$ cat src/rtl/mandel_colour_pkg.sv
// Shared types, default widths and the saturating grey helper for the
// Mandelbrot depth-to-colour stage.
package mandel_colour_pkg;

    localparam int DEF_DEPTH_W     = 10;
    localparam int DEF_COLOUR_W    = 8;
    localparam int DEF_PAL_ENTRIES = 16;
    localparam int DEF_GREY_GAIN   = 20;

    typedef enum logic [1:0] {
        MODE_GREY   = 2'd0,
        MODE_CYCLIC = 2'd1,
        MODE_BANDED = 2'd2,
        MODE_RSVD   = 2'd3
    } mode_e;

    function automatic int unsigned grey_sat(input int unsigned product,
                                             input int unsigned ceiling);
        return (product > ceiling) ? ceiling : product;
    endfunction

endpackage

$ cat src/rtl/colour_palette_ram.sv
// Runtime-writable colour palette: one write port, one registered read-first
// read port, reset loads a grey ramp (entry i = i*17 on every channel).
module colour_palette_ram #(
    parameter int ENTRIES  = 16,
    parameter int AW       = 4,
    parameter int COLOUR_W = 8
) (
    input  logic                  i_clk,
    input  logic                  i_rst_n,
    input  logic                  i_we,
    input  logic [AW-1:0]         i_waddr,
    input  logic [3*COLOUR_W-1:0] i_wdata,
    input  logic                  i_re,
    input  logic [AW-1:0]         i_raddr,
    output logic [3*COLOUR_W-1:0] o_rdata
);

    logic [3*COLOUR_W-1:0] r_mem [ENTRIES];
    logic [3*COLOUR_W-1:0] r_rdata;

    // Both updates are non-blocking, so a same-cycle read of the entry being
    // written returns the previous contents.
    always_ff @(posedge i_clk or negedge i_rst_n) begin
        if (!i_rst_n) begin
            for (int i = 0; i < ENTRIES; i++) begin
                r_mem[i] <= {3{COLOUR_W'(i * 17)}};
            end
            r_rdata <= '0;
        end else begin
            if (i_re) begin
                r_rdata <= r_mem[i_raddr];
            end
            if (i_we) begin
                r_mem[i_waddr] <= i_wdata;
            end
        end
    end

    assign o_rdata = r_rdata;

endmodule

$ cat src/rtl/depth_colour_mapper.sv
// Two-stage depth-to-RGB mapper: S1 computes index/grey from the depth, S2
// holds the palette read (or grey) and presents it to the packer.
module depth_colour_mapper
    import mandel_colour_pkg::*;
#(
    parameter int DEPTH_W     = DEF_DEPTH_W,
    parameter int COLOUR_W    = DEF_COLOUR_W,
    parameter int PAL_ENTRIES = DEF_PAL_ENTRIES,
    parameter int GREY_GAIN   = DEF_GREY_GAIN,
    parameter int PAL_AW      = $clog2(PAL_ENTRIES)
) (
    input  logic                  out_stream_aclk,
    input  logic                  periph_resetn,
    input  logic                  in_valid,
    output logic                  in_ready,
    input  logic [DEPTH_W-1:0]    in_depth,
    input  logic                  in_sof,
    input  logic                  in_eol,
    input  logic [DEPTH_W-1:0]    max_iter,
    input  logic [1:0]            mode,
    input  logic                  pal_we,
    input  logic [PAL_AW-1:0]     pal_addr,
    input  logic [3*COLOUR_W-1:0] pal_wdata,
    output logic                  out_valid,
    input  logic                  out_ready,
    output logic [COLOUR_W-1:0]   out_r,
    output logic [COLOUR_W-1:0]   out_g,
    output logic [COLOUR_W-1:0]   out_b,
    output logic                  out_sof,
    output logic                  out_eol
);

    localparam int PROD_W = DEPTH_W + 5;

    logic                  r_run;
    mode_e                 r_cfg_mode;
    logic [DEPTH_W-1:0]    r_cfg_max_iter;

    logic                  r_s1_valid;
    logic                  r_s1_sof;
    logic                  r_s1_eol;
    logic                  r_s1_use_pal;
    logic [COLOUR_W-1:0]   r_s1_grey;
    logic [PAL_AW-1:0]     r_s1_index;

    logic                  r_s2_valid;
    logic                  r_s2_sof;
    logic                  r_s2_eol;
    logic                  r_s2_use_pal;
    logic [COLOUR_W-1:0]   r_s2_grey;

    logic                  w_s2_load;
    logic                  w_s1_adv;
    logic                  w_accept;
    mode_e                 w_mode;
    logic [DEPTH_W-1:0]    w_max_iter;
    logic                  w_in_set;
    logic                  w_use_pal;
    logic [PROD_W-1:0]     w_grey_prod;
    logic [COLOUR_W-1:0]   w_grey;
    logic [COLOUR_W-1:0]   w_s1_grey;
    logic [DEPTH_W-1:0]    w_band;
    logic [PAL_AW-1:0]     w_index;
    logic [3*COLOUR_W-1:0] w_pal_rdata;
    logic [COLOUR_W-1:0]   w_chan [3];

    assign w_s2_load = !r_s2_valid || out_ready;
    assign w_s1_adv  = !r_s1_valid || w_s2_load;
    assign in_ready  = r_run && w_s1_adv;
    assign w_accept  = in_valid && in_ready;

    // The sof beat already belongs to the new frame, so it uses the live config.
    assign w_mode     = in_sof ? mode_e'(mode) : r_cfg_mode;
    assign w_max_iter = in_sof ? max_iter : r_cfg_max_iter;
    assign w_in_set   = (in_depth >= w_max_iter);
    assign w_use_pal  = !w_in_set && ((w_mode == MODE_CYCLIC) || (w_mode == MODE_BANDED));

    assign w_grey_prod = PROD_W'(in_depth) * PROD_W'(GREY_GAIN);
    assign w_grey      = COLOUR_W'(grey_sat(32'(w_grey_prod), unsigned'((1 << COLOUR_W) - 1)));
    assign w_s1_grey   = (w_in_set || w_use_pal) ? '0 : w_grey;

    assign w_band  = in_depth >> 2;
    assign w_index = (w_mode == MODE_BANDED)
                   ? ((w_band > DEPTH_W'(PAL_ENTRIES - 1)) ? PAL_AW'(PAL_ENTRIES - 1) : w_band[PAL_AW-1:0])
                   : in_depth[PAL_AW-1:0];

    always_ff @(posedge out_stream_aclk or negedge periph_resetn) begin
        if (!periph_resetn) begin
            r_run          <= 1'b0;
            r_cfg_mode     <= MODE_GREY;
            r_cfg_max_iter <= '1;
        end else begin
            r_run <= 1'b1;
            if (w_accept && in_sof) begin
                r_cfg_mode     <= w_mode;
                r_cfg_max_iter <= max_iter;
            end
        end
    end

    always_ff @(posedge out_stream_aclk or negedge periph_resetn) begin
        if (!periph_resetn) begin
            r_s1_valid   <= 1'b0;
            r_s1_sof     <= 1'b0;
            r_s1_eol     <= 1'b0;
            r_s1_use_pal <= 1'b0;
            r_s1_grey    <= '0;
            r_s1_index   <= '0;
        end else if (w_s1_adv) begin
            r_s1_valid <= w_accept;
            if (w_accept) begin
                r_s1_sof     <= in_sof;
                r_s1_eol     <= in_eol;
                r_s1_use_pal <= w_use_pal;
                r_s1_grey    <= w_s1_grey;
                r_s1_index   <= w_index;
            end
        end
    end

    always_ff @(posedge out_stream_aclk or negedge periph_resetn) begin
        if (!periph_resetn) begin
            r_s2_valid   <= 1'b0;
            r_s2_sof     <= 1'b0;
            r_s2_eol     <= 1'b0;
            r_s2_use_pal <= 1'b0;
            r_s2_grey    <= '0;
        end else if (w_s2_load) begin
            r_s2_valid <= r_s1_valid;
            if (r_s1_valid) begin
                r_s2_sof     <= r_s1_sof;
                r_s2_eol     <= r_s1_eol;
                r_s2_use_pal <= r_s1_use_pal;
                r_s2_grey    <= r_s1_grey;
            end
        end
    end

    // The palette read register is the colour half of S2; it only moves with S2.
    colour_palette_ram #(
        .ENTRIES  (PAL_ENTRIES),
        .AW       (PAL_AW),
        .COLOUR_W (COLOUR_W)
    ) u_palette (
        .i_clk   (out_stream_aclk),
        .i_rst_n (periph_resetn),
        .i_we    (pal_we),
        .i_waddr (pal_addr),
        .i_wdata (pal_wdata),
        .i_re    (w_s2_load && r_s1_valid),
        .i_raddr (r_s1_index),
        .o_rdata (w_pal_rdata)
    );

    for (genvar gi = 0; gi < 3; gi++) begin : g_chan
        assign w_chan[gi] = r_s2_use_pal ? w_pal_rdata[(2-gi)*COLOUR_W +: COLOUR_W] : r_s2_grey;
    end

    assign out_valid = r_s2_valid;
    assign out_r     = w_chan[0];
    assign out_g     = w_chan[1];
    assign out_b     = w_chan[2];
    assign out_sof   = r_s2_sof;
    assign out_eol   = r_s2_eol;

endmodule

$ cat config.mk
export PLATFORM = sky130hd
export DESIGN_NAME = depth_colour_mapper
export DESIGN_NICKNAME = d
export VERILOG_FILES = /design/src/rtl/mandel_colour_pkg.sv /design/src/rtl/colour_palette_ram.sv /design/src/rtl/depth_colour_mapper.sv
export SDC_FILE = /design/constraint.sdc
export NUM_CORES = 1
export LEC_CHECK = 0
export CORE_ASPECT_RATIO = 0.5
export CORE_UTILIZATION = 25
export CTS_CLUSTER_DIAMETER = 50
export DETAILED_ROUTE_END_ITERATION = 12
export GPL_ROUTABILITY_DRIVEN = 0
export GPL_TIMING_DRIVEN = 0
export PLACE_DENSITY = 0.52
export SETUP_SLACK_MARGIN = 0.3
export SKIP_CTS_REPAIR_TIMING = 1
export SLEW_MARGIN = 20
export SYNTH_ARGS = -nofsm -noshare
export SYNTH_HDL_FRONTEND = slang
export SYNTH_SLANG_ARGS = --single-unit
$ cat constraint.sdc
create_clock -name out_stream_aclk -period 5.5 [get_ports out_stream_aclk]
set_input_delay 1.1 -clock out_stream_aclk [delete_from_list [all_inputs] [get_ports out_stream_aclk]]
set_output_delay 1.1 -clock out_stream_aclk [all_outputs]
set_load 0.03 [all_outputs]
==> run metrics <==
Sink Count=~450; Crit Path Class=reg -> out; worst-margin pin slew=approximately 1.2 ns; I/O Buffers=84; GRT busiest layer=met2; synth top area cells=dfrtp_1 (29%), dfstp_2 (25%), mux2_1 (22%); Net count, final=between 1500 and 2000; crit end category=output pin; first-pass GRT wire length=approximately 86 mm; Hold Crit Class=in -> async; worst clock skew=between 0.02 and 0.025 ns; DR iter-0 viols=827; Final HPWL DP=37.03 mm; antenna-violating nets left=0; leading cell type by number of instances after synthesis=mux2_1; total track usage=0.1386; Core Area=about 82000 sq um; Seq/Total Area, Yosys=0.5489; PD cells=439.9 nW/um^2; antenna violations before repair=0; routed wire length=approximately 57 mm; pin count of the biggest net entering global routing=95; Post-Place Cells=2504; vias per inst=~4.6; Placed Area=between 20000 and 25000 sq um; initial core utilization=0.2540; CP Max Fanout=10; vias in the first global route=about 13000; die height=~210 um; Synth warnings=0; vias=11940; FILL cells=between 8000 and 9000; Main synth FF type=dfrtp_1; Post-synth EDFFs=0; Post-synth ARST share=1.000; WP data arrival=~3.2 ns; worst-case clock buffer depth=3; DRC violations left=0; clk slew on worst S/H paths=about 0.06 ns; H-tree depth=2; post-synthesis register bit count=roughly 450; Rows=74; diode count=0; layout cells sized above 1=0.3037; MaxCap Viol Count=0; fmax=around 0.23 GHz; Mapped Avg Cell Area=about 16 sq um; status=finished, final reports clean; DIE AREA=between 80000 and 90000 sq um; Worst-Skew Late Latency=roughly 0.60 ns; fin. max-slew vios=0; syn_nets=around 1400; synth unique cells=46; Post-Layout Cell Count=2597; leak pwr=10.05 nW; I/O pin cnt=85; fin crit share=0.7802; width of the die=between 400 and 500 um; Finish-stage setup viols=0; grt total ovfl=0; cells after synthesis=1313; area growth from synthesis to final layout=19.60%; CTS Buf Count=50; GRT met3 Usage=0.01903; Slew headroom=0.2154; Yosys top cell area share=0.2942; Setup crit start kind=flip-flop; routing usage on met2=0.2156; Finished Cell Area=roughly 25000 sq um; Syn Std Cell Area=~21000 sq um; final worst path period need=about 4.3 ns; required time of the worst setup path=4.40 ns; top post-synthesis cells by count=mux2_1 (406), dfrtp_1 (245), dfstp_2 (202); CTS tree=done; worst vdd ir=about 0.21 mV; length of the first detailed-routing pass in iterations=7; CTS root buffer=clkbuf_16; Fin. Hold Viols=0; met1 Use GR=0.1988; Avg WL per Cell=approximately 22 um; cell taking the most area after synthesis=dfrtp_1; RSZ-0062 raised after global routing=false
==> cell usage in the layout (no fill, tap or decap), drive strengths merged, types with 2 or more instances in the layout <==
master and n:
clkdlybuf4s50 83, a221o 6, nand4 2, nand3b 4, ha 27, clkbuf 157
mux2 432, nor2 14, clkinvlp 2, o21a 2, o211a 2, nand2 68
o22ai 4, a21oi 8, nor2b 3, nand3 4, bufinv 4, o31a 2
buf 28, clkinv 8, mux4 120, inv 8, and3 2, a21o 3
nand2b 18, dfstp 202, xnor2 2, a221oi 2, o21ai 10, dfrtp 245
mux2i 12
==> layer usage <==
layer	routed length (um)	part of all wire
met1	27290	0.48
met2	26020	0.46
met3	2264	0.040
met4	1436	0.025
met5	0	0
==> final timing paths <==
kind	startpoint	end	slack (ns)	cells past startpoint
worst max-delay path	r_s2_use_pal	out_b[3]	1.21	5
worst min-delay path	periph_resetn	u_palette.r_mem[227]	0.41	1
worst max register to register	r_s1_index[1]	u_palette.o_rdata[12]	2.10	6
worst min register to register	r_s1_sof	r_s1_sof	0.47	2
max in group asynchronous	periph_resetn	r_cfg_max_iter[6]	3.78	3
min in group out_stream_aclk	r_s1_sof	r_s1_sof	0.47	2
==> flip-flops by register name (all words and copies together), names as in the netlist <==
name               count
u_palette.r_mem      384
u_palette.o_rdata     24
r_s1_eol               1
out_eol                1
r_s1_use_pal           1
r_s1_sof               1
r_s1_valid             1
r_cfg_mode             2
r_s2_grey              7
out_valid              1
r_cfg_max_iter        10
r_s1_grey              7
r_run                  1
out_sof                1
r_s2_use_pal           1
r_s1_index             4
==> through the flow <==
step,setup TNS (ns),power [mW],setup slack (ns),utilization,hold slack (ns)
6_report,0,10.96,1.209,0.3038,0.4091
5_1_grt,0,11.54,1.075,0.3038,0.4177
4_1_cts,0,11.11,1.115,0.3038,0.3916
3_5_place_dp,0,7.605,0.8876,0.2829,0.4612
3_3_place_gp,-6391.28,7.551,-17.18,0.2811,0.4573
2_1_floorplan,0,6.514,2.202,-,0.4385
==> final cells by class <==
| class | instances | area (sq um) | share of cell area |
|---|---|---|---|
| flip-flops and latches | 447 | 11440 | 0.4589 |
| clock buffers | 80 | 1515 | 0.06079 |
| repair buffers | 89 | 983.4 | 0.03946 |
| inverters | 9 | 33.78 | 0.001355 |
| multi-input cells | 758 | 8919 | 0.3578 |
| well taps | 1102 | 1379 | 0.05532 |
| clock inverters | 13 | 196.4 | 0.007882 |
| plain buffers | 99 | 459.2 | 0.01842 |
==> kinds of logic (layout without fill, tap and decap cells) <==
group,after synthesis,count (layout),share of synthesized area
multiplexers,564,564,0.3689
flip-flops,447,447,0.5489
AND/OR/NAND/NOR,118,118,0.02564
buffers and inverters,108,290,0.02330
AO/OA/AOI/OAI,45,45,0.01513
adder cells (fa/ha/maj),28,28,0.01717
XOR/XNOR,2,2,0.0008407
other,1,1,0.0001799
==> report_power, final <==
| part | internal, mW | switching (mW) |
|---|---|---|
| clock network | 2.08 | 1.38 |
| registers | 4.36 | 0.405 |
| logic | 1.41 | 1.34 |
==> critical path, cell delays in order (launching register included) <==
cell             delay, ns
dfrtp_1               0.40
clkbuf_1              0.38
clkbuf_1              0.75
nand2_1               0.19
nand2_1               0.18
clkdlybuf4s50_1       0.70
Power figures use the tool's default switching activity.
